<file path="config.mk">
export PLATFORM = sky130hd
export DESIGN_NAME = button_debouncer
export DESIGN_NICKNAME = d
export VERILOG_FILES = /design/src/rtl/button_debouncer.sv
export SDC_FILE = /design/constraint.sdc
export NUM_CORES = 1
export LEC_CHECK = 0
export ABC_AREA = 1
export BUFFER_PORTS_ARGS = -buffer_cell sky130_fd_sc_hd__buf_2
export CORE_UTILIZATION = 32
export CTS_CLUSTER_SIZE = 12
export DETAILED_ROUTE_END_ITERATION = 8
export PLACE_DENSITY_LB_ADDON = 0.2
export SYNTH_ARGS = -nofsm -noshare
export SYNTH_HDL_FRONTEND = slang
export SYNTH_SLANG_ARGS = --single-unit
</file>
<file path="constraint.sdc">
create_clock -name clk_clk -period 3.43 [get_ports clk_clk]
set_clock_uncertainty 0.15 [all_clocks]
set_input_delay 0.1715 -clock clk_clk [delete_from_list [all_inputs] [get_ports clk_clk]]
set_output_delay 0.1715 -clock clk_clk [all_outputs]
set_load 0.05 [all_outputs]
</file>
<file path="src/rtl/button_debouncer.sv">
// Push-button conditioner between the board KEY pins and the button PIO.
// Each channel has three stages:
//   1. a 2-flop synchroniser,
//   2. a debounce/hold FSM,
//   3. registered outputs.
// Channels are fully independent of each other.
//
// Output semantics: press_pulse, release_pulse and long_press are
// single-cycle strobes. They are valid for exactly one clk_clk cycle and
// have no back-pressure, so a consumer must sample them every cycle.
// buttons_db and held_long are levels.
module button_debouncer #(
  parameter int N_BUTTONS     = 4,
  parameter int ACTIVE_LOW    = 1,
  parameter int STABLE_CYCLES = 1000000,
  parameter int LONG_CYCLES   = 50000000
) (
  input  logic                 clk_clk,
  input  logic                 reset_reset_n,
  input  logic [N_BUTTONS-1:0] buttons_raw,
  output logic [N_BUTTONS-1:0] buttons_db,
  output logic [N_BUTTONS-1:0] press_pulse,
  output logic [N_BUTTONS-1:0] release_pulse,
  output logic [N_BUTTONS-1:0] long_press,
  output logic [N_BUTTONS-1:0] held_long
);

  // Counter widths and terminal values.
  localparam int SW = $clog2(STABLE_CYCLES);
  localparam int HW = $clog2(LONG_CYCLES + 1);

  localparam logic [SW-1:0] STAB_LAST = SW'(STABLE_CYCLES - 1);
  localparam logic [HW-1:0] HOLD_MAX  = HW'(LONG_CYCLES);
  localparam logic [HW-1:0] HOLD_PRE  = HW'(LONG_CYCLES - 1);

  // Pin level that means "not pressed".
  localparam logic REL_LVL = (ACTIVE_LOW != 0);

  typedef enum logic [1:0] {
    RELEASED  = 2'd0,
    PRESS_CHK = 2'd1,
    PRESSED   = 2'd2,
    REL_CHK   = 2'd3
  } state_t;

  logic [N_BUTTONS-1:0] sync1;
  logic [N_BUTTONS-1:0] sync2;
  logic [N_BUTTONS-1:0] pressed_s;

  // Two-flop synchroniser.
  // It resets to the released level so that no false press is seen after reset.
  always_ff @(posedge clk_clk) begin
    if (!reset_reset_n) begin
      sync1 <= {N_BUTTONS{REL_LVL}};
      sync2 <= {N_BUTTONS{REL_LVL}};
    end else begin
      sync1 <= buttons_raw;
      sync2 <= sync1;
    end
  end

  // Normalise polarity: 1 always means pressed from here on.
  assign pressed_s = sync2 ^ {N_BUTTONS{REL_LVL}};

  for (genvar i = 0; i < N_BUTTONS; i++) begin : g_ch
    // Per-channel state.
    // st is the visible FSM state for this channel.
    state_t          st;
    logic [SW-1:0]   stab_cnt;
    logic [HW-1:0]   hold_cnt;

    // Per-channel registered outputs.
    logic            db_r;
    logic            press_r;
    logic            release_r;
    logic            long_r;
    logic            held_r;

    // Debounce and hold FSM.
    // All outputs are registered here; strobes default low every cycle.
    always_ff @(posedge clk_clk) begin
      if (!reset_reset_n) begin
        st        <= RELEASED;
        stab_cnt  <= '0;
        hold_cnt  <= '0;
        db_r      <= REL_LVL;
        press_r   <= 1'b0;
        release_r <= 1'b0;
        long_r    <= 1'b0;
        held_r    <= 1'b0;
      end else begin
        press_r   <= 1'b0;
        release_r <= 1'b0;
        long_r    <= 1'b0;

        case (st)
          RELEASED: begin
            if (pressed_s[i]) begin
              st       <= PRESS_CHK;
              stab_cnt <= '0;
            end
          end

          PRESS_CHK: begin
            if (!pressed_s[i]) begin
              // Glitch: too short to be a press.
              st <= RELEASED;
            end else if (stab_cnt == STAB_LAST) begin
              st       <= PRESSED;
              db_r     <= ~REL_LVL;
              press_r  <= 1'b1;
              hold_cnt <= '0;
            end else begin
              stab_cnt <= stab_cnt + SW'(1);
            end
          end

          PRESSED: begin
            // Saturating hold counter.
            // long_press fires once, on the step that reaches the limit.
            if (hold_cnt != HOLD_MAX) begin
              hold_cnt <= hold_cnt + HW'(1);
              if (hold_cnt == HOLD_PRE) begin
                long_r <= 1'b1;
                held_r <= 1'b1;
              end
            end
            if (!pressed_s[i]) begin
              st       <= REL_CHK;
              stab_cnt <= '0;
            end
          end

          REL_CHK: begin
            // hold_cnt is frozen while a release is being qualified.
            if (pressed_s[i]) begin
              // Bounce: resume the press without any pulse.
              st <= PRESSED;
            end else if (stab_cnt == STAB_LAST) begin
              st        <= RELEASED;
              db_r      <= REL_LVL;
              release_r <= 1'b1;
              held_r    <= 1'b0;
              hold_cnt  <= '0;
            end else begin
              stab_cnt <= stab_cnt + SW'(1);
            end
          end

          default: begin
            st <= RELEASED;
          end
        endcase
      end
    end

    assign buttons_db[i]    = db_r;
    assign press_pulse[i]   = press_r;
    assign release_pulse[i] = release_r;
    assign long_press[i]    = long_r;
    assign held_long[i]     = held_r;
  end

endmodule

</file>
==> out/metrics.cfg <==
[cts]
clk-insertion-delay-late_ns=0.57
tritoncts=built
cts_hold_buffers=5
cts_repair_resize_count=0
cts-buffers-inserted=28
post_cts_buffers=0
max_clock_buf_depth=3
ctsRootBufferMaster=sky130_fd_sc_hd__clkbuf_16
cts_sinks=220
cts.clk_slew.worst_paths_ns=0.06
ctsHtreeMaxLevel=1

[logic_synthesis]
synth.net_count=2209
ys_seq_elements=220
yosysMostFrequentCell=sky130_fd_sc_hd__nand2_1
edff_count_synth=0
synth_xor_xnor_area_share_pct=1.99
synth_compound_area_share_pct=8.32
synth-warning-count=0
synth_fa_ha_area_share_pct=1.10
syn-cell-area_um2=13600
synth_simple_gate_area_share_pct=44.9
synth_top_family_by_area=simple AND/OR/NAND/NOR gates
synth_top_area_cell=sky130_fd_sc_hd__dfxtp_1
post_synthesis_sequential_area_ratio_pct=32.4
synth_cell_type_count=50
synthMuxAreaShare_pct=0
synth-async-reset-ratio_pct=0
yosysTopAreaCellShare_pct=32.4
synth.avg_cell_area_um2=6.21
synthesis.instances=2191
yosys_most_used_dff=sky130_fd_sc_hd__dfxtp_1
synth.top_cells.by_area=sky130_fd_sc_hd__dfxtp_1, sky130_fd_sc_hd__nand2_1, sky130_fd_sc_hd__nor2_1
synth_common_cells=sky130_fd_sc_hd__nand2_1, sky130_fd_sc_hd__nor2_1, sky130_fd_sc_hd__inv_1

[min_path]
hold_path_depth=3
timing.hold.worst.class=primary input to register

[global_route]
grt-ovfl-total=0
global_route_wire_length_before_repair_mm=59.6
grt_antenna_before_repair=0
grt_start_max_net_pins=56
vias_in_the_first_global_route=12300
groute.usage.overall_pct=16.2

[sta]
final_hold_viol_count=0
max-slew-margin-rel_pct=45.1
post-route-period-util_pct=74.5
worst_hold_slack_ns=0.175
final-setup-viol-count=0
fmax_mhz=391
timing.final.crit_period_ns=2.55
worstMarginPinSlew_ns=0.823
grt_setup_unrepaired=no
maxSlewViolCount=0
fin_tns_setup_ns=0

[layout]
post-route-cell-area_um2=15100
antenna_cells=0
fill_cells=4547
layout.nets=2201
multi_input_comb_area_um2=7670
fraction_of_final_layout_cells_with_drive_strength_greater_than_1_pct=8.98
register_area_um2=4400
areaGrowthSynthToFinish_pct=10.8

[routing]
detail_route.drc_violations=0
route.vias.total=13200
firstDrtPassIters=5
antenna_left=0
drt_first_iter_violations=859
vias_per_cell=4.80
totalWireLength_mm=35.2
drt-wirelength-per-cell_um=12.8

[worst_setup_path]
setup.worst_path.start_class=register
critical_path_class=register to register
setup.worst_path.end_class=register
path_max_fanout=21
critical_path_arrival_ns=2.84
reg2reg_depth=9
timing.critical_path.required_ns=3.72

[floorplan]
die_w_um=208
cell_row_count=75
die-area_um2=43400
floorplan.initialDensity_pct=32.5
floorplan.die.height_um=208
top_level_ports=26
core-area_um2=41900

[place]
placement.cell_area_um2=14000
place_hpwl_mm=25.2
place.port_buffers=25
gp_routability_congestion=0.862

[power]
vdd_drop_max_mv=0.319
power_per_cell_area_nw_per_um2=400
power.static_leakage_nw=5.58

[outcome]
status=finished clean

[job]
maxCapViolCount=0

==> cells in the final DEF (no fill, tap or decap), types with 28 or more instances in the layout <==
master	instances
sky130_fd_sc_hd__nand2_1	590
sky130_fd_sc_hd__nor2_1	341
sky130_fd_sc_hd__inv_1	256
sky130_fd_sc_hd__dfxtp_1	220
sky130_fd_sc_hd__nand3_1	192
sky130_fd_sc_hd__a21oi_1	127
sky130_fd_sc_hd__nand4_1	73
sky130_fd_sc_hd__o21ai_0	57
sky130_fd_sc_hd__nor3_1	49
sky130_fd_sc_hd__clkbuf_16	29
sky130_fd_sc_hd__xor2_1	28
==> flip-flops by register name, summed over array words and instances, names as in the netlist, named ones only <==
name and cells:
g_ch.held_r 4, sync2 4, sync1 4, g_ch.st 4, g_ch.stab_cnt 80, g_ch.press_r 4, g_ch.db_r 4, g_ch.release_r 4
g_ch.long_r 4, g_ch.hold_cnt 104
==> metal layers <==
metal / vias to the layer above / wire [um] / global-route usage [%] / share of wire [%]
li1: 6973 / - / - / -
met2: 190 / 16000 / 26.9 / 46
met3: 39 / 1200 / 2.10 / 3.4
met4: 0 / 550 / 4.34 / 1.6
met1: 5969 / 17400 / 21.9 / 49
met5: - / 0 / 0 / 0
==> final cells by class <==
class,count,area share [%]
clock buffer,33,5.04
clock inverter,19,1.87
inverter,274,6.83
multi-input combinational,1617,50.8
sequential,220,29.2
tap,539,4.47
timing repair buffer,42,1.76
==> kinds of logic after synthesis <==
group,Yosys count
adder cells (fa/ha/maj),12
flip-flops,220
AO/OA/AOI/OAI,213
buffers and inverters,354
XOR/XNOR,30
AND/OR/NAND/NOR,1362
==> power breakdown <==
group	switching, mW	internal, mW	total (mW)
combinational	0.0983	0.0295	0.128
clock	1.23	2.11	3.33
sequential	0.00703	2.56	2.57
total	1.33	4.70	6.03
==> stage by stage <==
stage / power, mW / std cells / worst slack [ns] / util, %
floorplan: 2.71 / 2191 / 1.65 / -
global placement: 2.75 / 2687 / 1.01 / 33.4
detailed placement: 2.75 / 2687 / 0.923 / 33.4
CTS: 6.13 / 2744 / 0.894 / 36.0
global route: 6.25 / 2744 / 0.673 / 36.0
finish: 6.03 / 2744 / 0.875 / 36.0
==> path summary, 6_finish.rpt <==
kind	from	slack, ns	endpoint
max	g_ch[2].stab_cnt[0]	0.88	g_ch[2].hold_cnt[0]
min	buttons_raw[1]	0.17	sync1[1]
max reg2reg	g_ch[2].stab_cnt[0]	0.88	g_ch[2].hold_cnt[0]
min reg2reg	sync1[0]	0.26	sync2[0]
==> worst max-delay path, stage by stage (launching register included) <==
cell,delay [ns]
sky130_fd_sc_hd__dfxtp_1,0.38
sky130_fd_sc_hd__ha_1,0.22
sky130_fd_sc_hd__nand3_2,0.14
sky130_fd_sc_hd__nor3_2,0.19
sky130_fd_sc_hd__nand4_1,0.17
sky130_fd_sc_hd__nand2_1,0.31
sky130_fd_sc_hd__nand2_1,0.31
sky130_fd_sc_hd__buf_4,0.31
sky130_fd_sc_hd__o21ai_0,0.18
sky130_fd_sc_hd__nor2_1,0.06
No activity file was read; power rests on OpenSTA's default activity.
